<file path="src/rtl/ps2_spi_slave.sv">
// ps2_spi_slave: oversampled SPI mode-0 slave exchanging one status/command packet per frame.
// Optional abort counter port pair enabled by defining PS2_SPI_ABORT_CNT_EN.
module ps2_spi_slave #(
  parameter int SYNC_STAGES = 2,
  parameter int FRAME_W = 16
) (
  input  logic               clk,
  input  logic               rst,
  input  logic               spi_sclk_i,
  input  logic               spi_cs_n_i,
  input  logic               spi_mosi_i,
  output logic               spi_miso_o,
  output logic               spi_miso_oe_o,
  input  logic [FRAME_W-1:0] miso_pkt_i,
  output logic               miso_ack_o,
  output logic [FRAME_W-1:0] mosi_pkt_o,
  output logic               mosi_valid_o,
  output logic               abort_o,
  output logic               busy_o
`ifdef PS2_SPI_ABORT_CNT_EN
  ,
  input  logic               abort_cnt_clr_i,
  output logic [7:0]         abort_cnt_o
`endif
);
  localparam int BW = $clog2(FRAME_W + 2);
  localparam int SW = $clog2(SYNC_STAGES + 1);
  typedef enum logic [1:0] {WAIT_CS_HIGH, IDLE, ACTIVE} state_t;
  state_t state, state_nxt;
  logic [SYNC_STAGES-1:0] cs_sync, sclk_sync, mosi_sync;
  logic cs_q, sclk_q, cs_s, sclk_s, mosi_s;
  logic cs_rise, cs_fall, sclk_rise, sclk_fall;
  logic [FRAME_W-1:0] tx_shreg, rx_shreg;
  logic [BW-1:0] bitcnt;
  logic [SW-1:0] settle;
  assign cs_s = cs_sync[SYNC_STAGES-1];
  assign sclk_s = sclk_sync[SYNC_STAGES-1];
  assign mosi_s = mosi_sync[SYNC_STAGES-1];
  assign cs_rise = ~cs_q & cs_s;
  assign cs_fall = cs_q & ~cs_s;
  assign sclk_rise = ~sclk_q & sclk_s;
  assign sclk_fall = sclk_q & ~sclk_s;
  assign busy_o = state == ACTIVE;
  assign spi_miso_oe_o = busy_o;
  assign spi_miso_o = busy_o & tx_shreg[FRAME_W-1];
  always_ff @(posedge clk) begin
    if (rst) begin
      cs_sync <= '1;
      sclk_sync <= '0;
      mosi_sync <= '0;
      cs_q <= 1'b1;
      sclk_q <= 1'b0;
      state <= WAIT_CS_HIGH;
      settle <= '0;
      tx_shreg <= '0;
      rx_shreg <= '0;
      bitcnt <= '0;
      mosi_pkt_o <= '0;
    end else begin
      cs_sync <= {cs_sync[SYNC_STAGES-2:0], spi_cs_n_i};
      sclk_sync <= {sclk_sync[SYNC_STAGES-2:0], spi_sclk_i};
      mosi_sync <= {mosi_sync[SYNC_STAGES-2:0], spi_mosi_i};
      cs_q <= cs_s;
      sclk_q <= sclk_s;
      state <= state_nxt;
      // The cs_n chain resets high, so its output is only trusted once the real pin has flushed through
      settle <= (state == WAIT_CS_HIGH && settle != SW'(SYNC_STAGES)) ? settle + 1'b1 : settle;
      if (miso_ack_o) begin
        tx_shreg <= miso_pkt_i;
        bitcnt <= '0;
      end else if (busy_o && !cs_rise) begin
        if (sclk_rise) begin
          rx_shreg <= {rx_shreg[FRAME_W-2:0], mosi_s};
          bitcnt <= (bitcnt == BW'(FRAME_W + 1)) ? bitcnt : bitcnt + 1'b1;
        end
        if (sclk_fall) tx_shreg <= {tx_shreg[FRAME_W-2:0], 1'b0};
      end
      if (mosi_valid_o) mosi_pkt_o <= rx_shreg;
    end
  end
  always_comb begin
    state_nxt = state;
    miso_ack_o = 1'b0;
    mosi_valid_o = 1'b0;
    abort_o = 1'b0;
    case (state)
      WAIT_CS_HIGH: state_nxt = (settle == SW'(SYNC_STAGES) && cs_s) ? IDLE : WAIT_CS_HIGH;
      IDLE: begin
        miso_ack_o = cs_fall;
        state_nxt = cs_fall ? ACTIVE : IDLE;
      end
      ACTIVE: begin
        mosi_valid_o = cs_rise && bitcnt == BW'(FRAME_W);
        abort_o = cs_rise && bitcnt != BW'(FRAME_W);
        state_nxt = cs_rise ? IDLE : ACTIVE;
      end
      default: state_nxt = WAIT_CS_HIGH;
    endcase
  end
`ifdef PS2_SPI_ABORT_CNT_EN
  always_ff @(posedge clk) begin
    if (rst || abort_cnt_clr_i) abort_cnt_o <= '0;
    else if (abort_o && abort_cnt_o != 8'hff) abort_cnt_o <= abort_cnt_o + 1'b1;
  end
`endif
endmodule

</file>
<file path="config.mk">
export PLATFORM = sky130hd
export DESIGN_NAME = ps2_spi_slave
export DESIGN_NICKNAME = d
export VERILOG_FILES = /design/src/rtl/ps2_spi_slave.sv
export SDC_FILE = /design/constraint.sdc
export NUM_CORES = 1
export LEC_CHECK = 0
export CORE_MARGIN = 8
export CORE_UTILIZATION = 30
export DETAILED_ROUTE_END_ITERATION = 10
export DONT_BUFFER_PORTS = 1
export PLACE_DENSITY = 0.45
export SYNTH_ARGS = -nofsm -noshare
export SYNTH_HDL_FRONTEND = slang
export SYNTH_SLANG_ARGS = --single-unit
</file>
<file path="constraint.sdc">
create_clock -name clk -period 1.7 [get_ports clk]
set_clock_uncertainty 0.05 [all_clocks]
set_input_delay 0.17 -clock clk [delete_from_list [all_inputs] [get_ports clk]]
set_output_delay 0.17 -clock clk [all_outputs]
set_load 0.02 [all_outputs]
</file>
==> impl_metrics.json <==
{
  "numCtsBuffers": 9,
  "yosysMostFrequentCell": "nand2_1",
  "clk_latency_ps": 340,
  "wire_per_inst_um": 13.18,
  "clockBufferDepth": 2,
  "wirelength_mm": 5.956,
  "end_kind": "flip-flop",
  "drive_above_1_share_pct": 21.51,
  "leakagePower_nw": 1.206,
  "synth_nets": 332,
  "syn_area_um2": 2597,
  "fin_crit_ps": 1685,
  "cts_tree": "built",
  "setup.worst_path.class": "reg2reg",
  "drc_errors": 0,
  "initial_utilization_pct": 30.38,
  "critPathLaunchType": "flip-flop",
  "rows": 34,
  "period_share_pct": 99.13,
  "synth_commonest_cells": "67 x nand2_1, 65 x dfxtp_1, 53 x nor2_1",
  "cap_violations": 0,
  "n_antenna_cell": 0,
  "required_ps": 1890,
  "grt_usage_pct": 10.46,
  "die_x_um": 109.1,
  "ff2ff_path_depth": 3,
  "startpoint": "cs_sync[1]$_SDFF_PP1_",
  "synthCells": 307,
  "dpl.hpwl_mm": 3.637,
  "cp_max_fo": 16,
  "synth_seq_area_share_pct": 50.10,
  "cts.clk_slew.worst_paths_ps": 70,
  "grt_pass1_vias": 2001,
  "htreeDepth": 3,
  "slew_headroom_pct": 75.92,
  "hold_viol": 0,
  "ys_async_sr_fraction_pct": 0,
  "place_congestion": 0.7637,
  "syn_area_per_cell_um2": 8.461,
  "hold_slack_ps": 15.96,
  "rrSetupSlack_ps": 10,
  "finalSetupViolCount": 0,
  "place_area_um2": 2808,
  "timing.fmax_ghz": 0.5934,
  "dieArea_um2": 11890,
  "final_nets": 364,
  "area.growth.synth_to_final_pct": 27.79,
  "io_buffer_count": 0,
  "synthTopCellsByArea": "dfxtp_1 50%, nand2_1 9.7%, a2111oi_2 8.7%",
  "power_density_nw_per_um2": 1017,
  "worst_slew_pin_slew_ps": 358.5,
  "pin_count": 43,
  "hp-class": "in2reg",
  "yosys_warnings": 0,
  "timing.rr.end": "tx_shreg[13]$_SDFFE_PP0P_",
  "synthFlopType": "dfxtp_1",
  "ant_nets": 0,
  "synth_edf_count": 0,
  "grt.overflow.total": 0,
  "synth.largest_area_cell": "dfxtp_1",
  "cts.sinks": 65,
  "worstPathArrival_ps": 1870,
  "drt_first_pass_iters": 4,
  "vdd_drop_max_mv": 0.4791,
  "status": "finished clean",
  "grt_pass1_wl_mm": 9.742,
  "drt_iter0_drc": 45,
  "finish.instance_area_um2": 3319,
  "fp.coreArea_um2": 8551,
  "synth.distinct_cells": 34,
  "yosysTopAreaCellShare_pct": 50.10,
  "final-max-slew-violation-count": 0,
  "viasPerCell": 4.710,
  "vias": 2129,
  "root_buffer": "clkbuf_8",
  "die_y_um": 109.1,
  "antenna_found_initial": 0,
  "ys_ff_latch": 65,
  "setup.worst_path.end": "tx_shreg[13]$_SDFFE_PP0P_",
  "grt_max_degree": 57,
  "timing.rr.start": "cs_sync[1]$_SDFF_PP1_",
  "rsz0062_at_grt": "true"
}
[cell type report]
cell class,count,area (um^2)
multi-input combinational,216,1249
sequential,65,1305
clock inverter,6,90.09
timing repair buffer,39,370.4
inverter,8,32.53
clock buffer,10,137.6
fill,903,5231
tap,108,135.1
[placed cells by master, fill, tap and decap left out, types with 3 or more instances in the layout]
master         instances
a2111oi_2             14
a21oi_1               36
buf_4                 20
clkbuf_8              10
clkinv_2               3
dfxtp_1               62
dfxtp_2                3
dlygate4sd3_1         15
ha_1                   4
inv_1                  5
nand2_1               67
nand3_1                4
nor2_1                52
nor2b_1                5
or2_2                  4
xnor2_1                3
[power by group]
part,switching (mW),internal (mW),total [mW]
registers,0.0289,1.57,1.60
clock network,0.616,0.870,1.49
logic,0.131,0.155,0.287
[through the flow]
| stage | std cells | total power [mW] | setup WS (ps) | setup TNS, ps | utilization, % |
|---|---|---|---|---|---|
| after floorplan | 307 | 1.824 | 2.887 | 0 | - |
| after global routing | 452 | 3.541 | -59.51 | -465.6 | 38.82 |
| after CTS | 450 | 3.424 | -34.70 | -226.9 | 38.32 |
| after global placement | 416 | 1.847 | -7.496 | -80.01 | 32.84 |
| final | 452 | 3.375 | 14.79 | 0 | 38.82 |
| after detailed placement | 416 | 1.849 | -71.43 | -464.2 | 32.84 |
[cell families (layout without fill, tap and decap cells)]
group / Yosys count / count (layout) / synth area share [%]
flops: 65 / 65 / 50.10
simple gates: 150 / 151 / 25.00
fa+ha+maj: 4 / 4 / 1.927
buf+inv: 27 / 63 / 4.383
compound gates: 58 / 58 / 17.58
xor+xnor: 3 / 3 / 1.012
[worst max-delay path, cell delays in order, from the launching register on]
cell and delay, ps:
dfxtp_2 340, nor2b_4 130, or4b_4 710, a2111oi_2 350
[sequential cells by signal (all words and copies together) (netlist names)]
| name | flops |
|---|---|
| mosi_pkt_o | 16 |
| rx_shreg | 16 |
| tx_shreg | 16 |
| bitcnt | 5 |
| cs_sync | 2 |
| mosi_sync | 2 |
| sclk_sync | 2 |
| settle | 2 |
| state | 2 |
| cs_q | 1 |
| sclk_q | 1 |
[worst min-delay path by stage]
stage,startpoint,endpoint,slack [ps],cells after the start
after global placement,rst,tx_shreg[1]$_SDFFE_PP0P_,200,1
after global routing,miso_pkt_i[2],tx_shreg[2]$_SDFFE_PP0P_,6,2
after floorplan,spi_cs_n_i,cs_sync[0]$_SDFF_PP1_,220,1
final,miso_pkt_i[2],tx_shreg[2]$_SDFFE_PP0P_,20,2
after CTS,miso_pkt_i[7],tx_shreg[7]$_SDFFE_PP0P_,2,2
after detailed placement,rst,tx_shreg[5]$_SDFFE_PP0P_,200,1
[per-layer routing]
metal	share of wire [%]	wire length, um	GRT usage, %	up-vias
li1	-	-	-	1089
met1	47	2821	12.76	984
met2	44	2602	15.42	47
met3	7.3	436	4.610	9
met4	1.6	96	4.985	0
met5	0	0	0	-
[repair_timing]
item                                   4_1_cts  5_1_grt
resized for setup                           12        7
endpoints found under the hold margin       62        0
pin swaps                                    2        2
hold buffers                                16        0
buffers inserted                             1        2
cloned                                       1        0
setup endpoints to repair                   18       18
(Power assumes the default switching activity.)
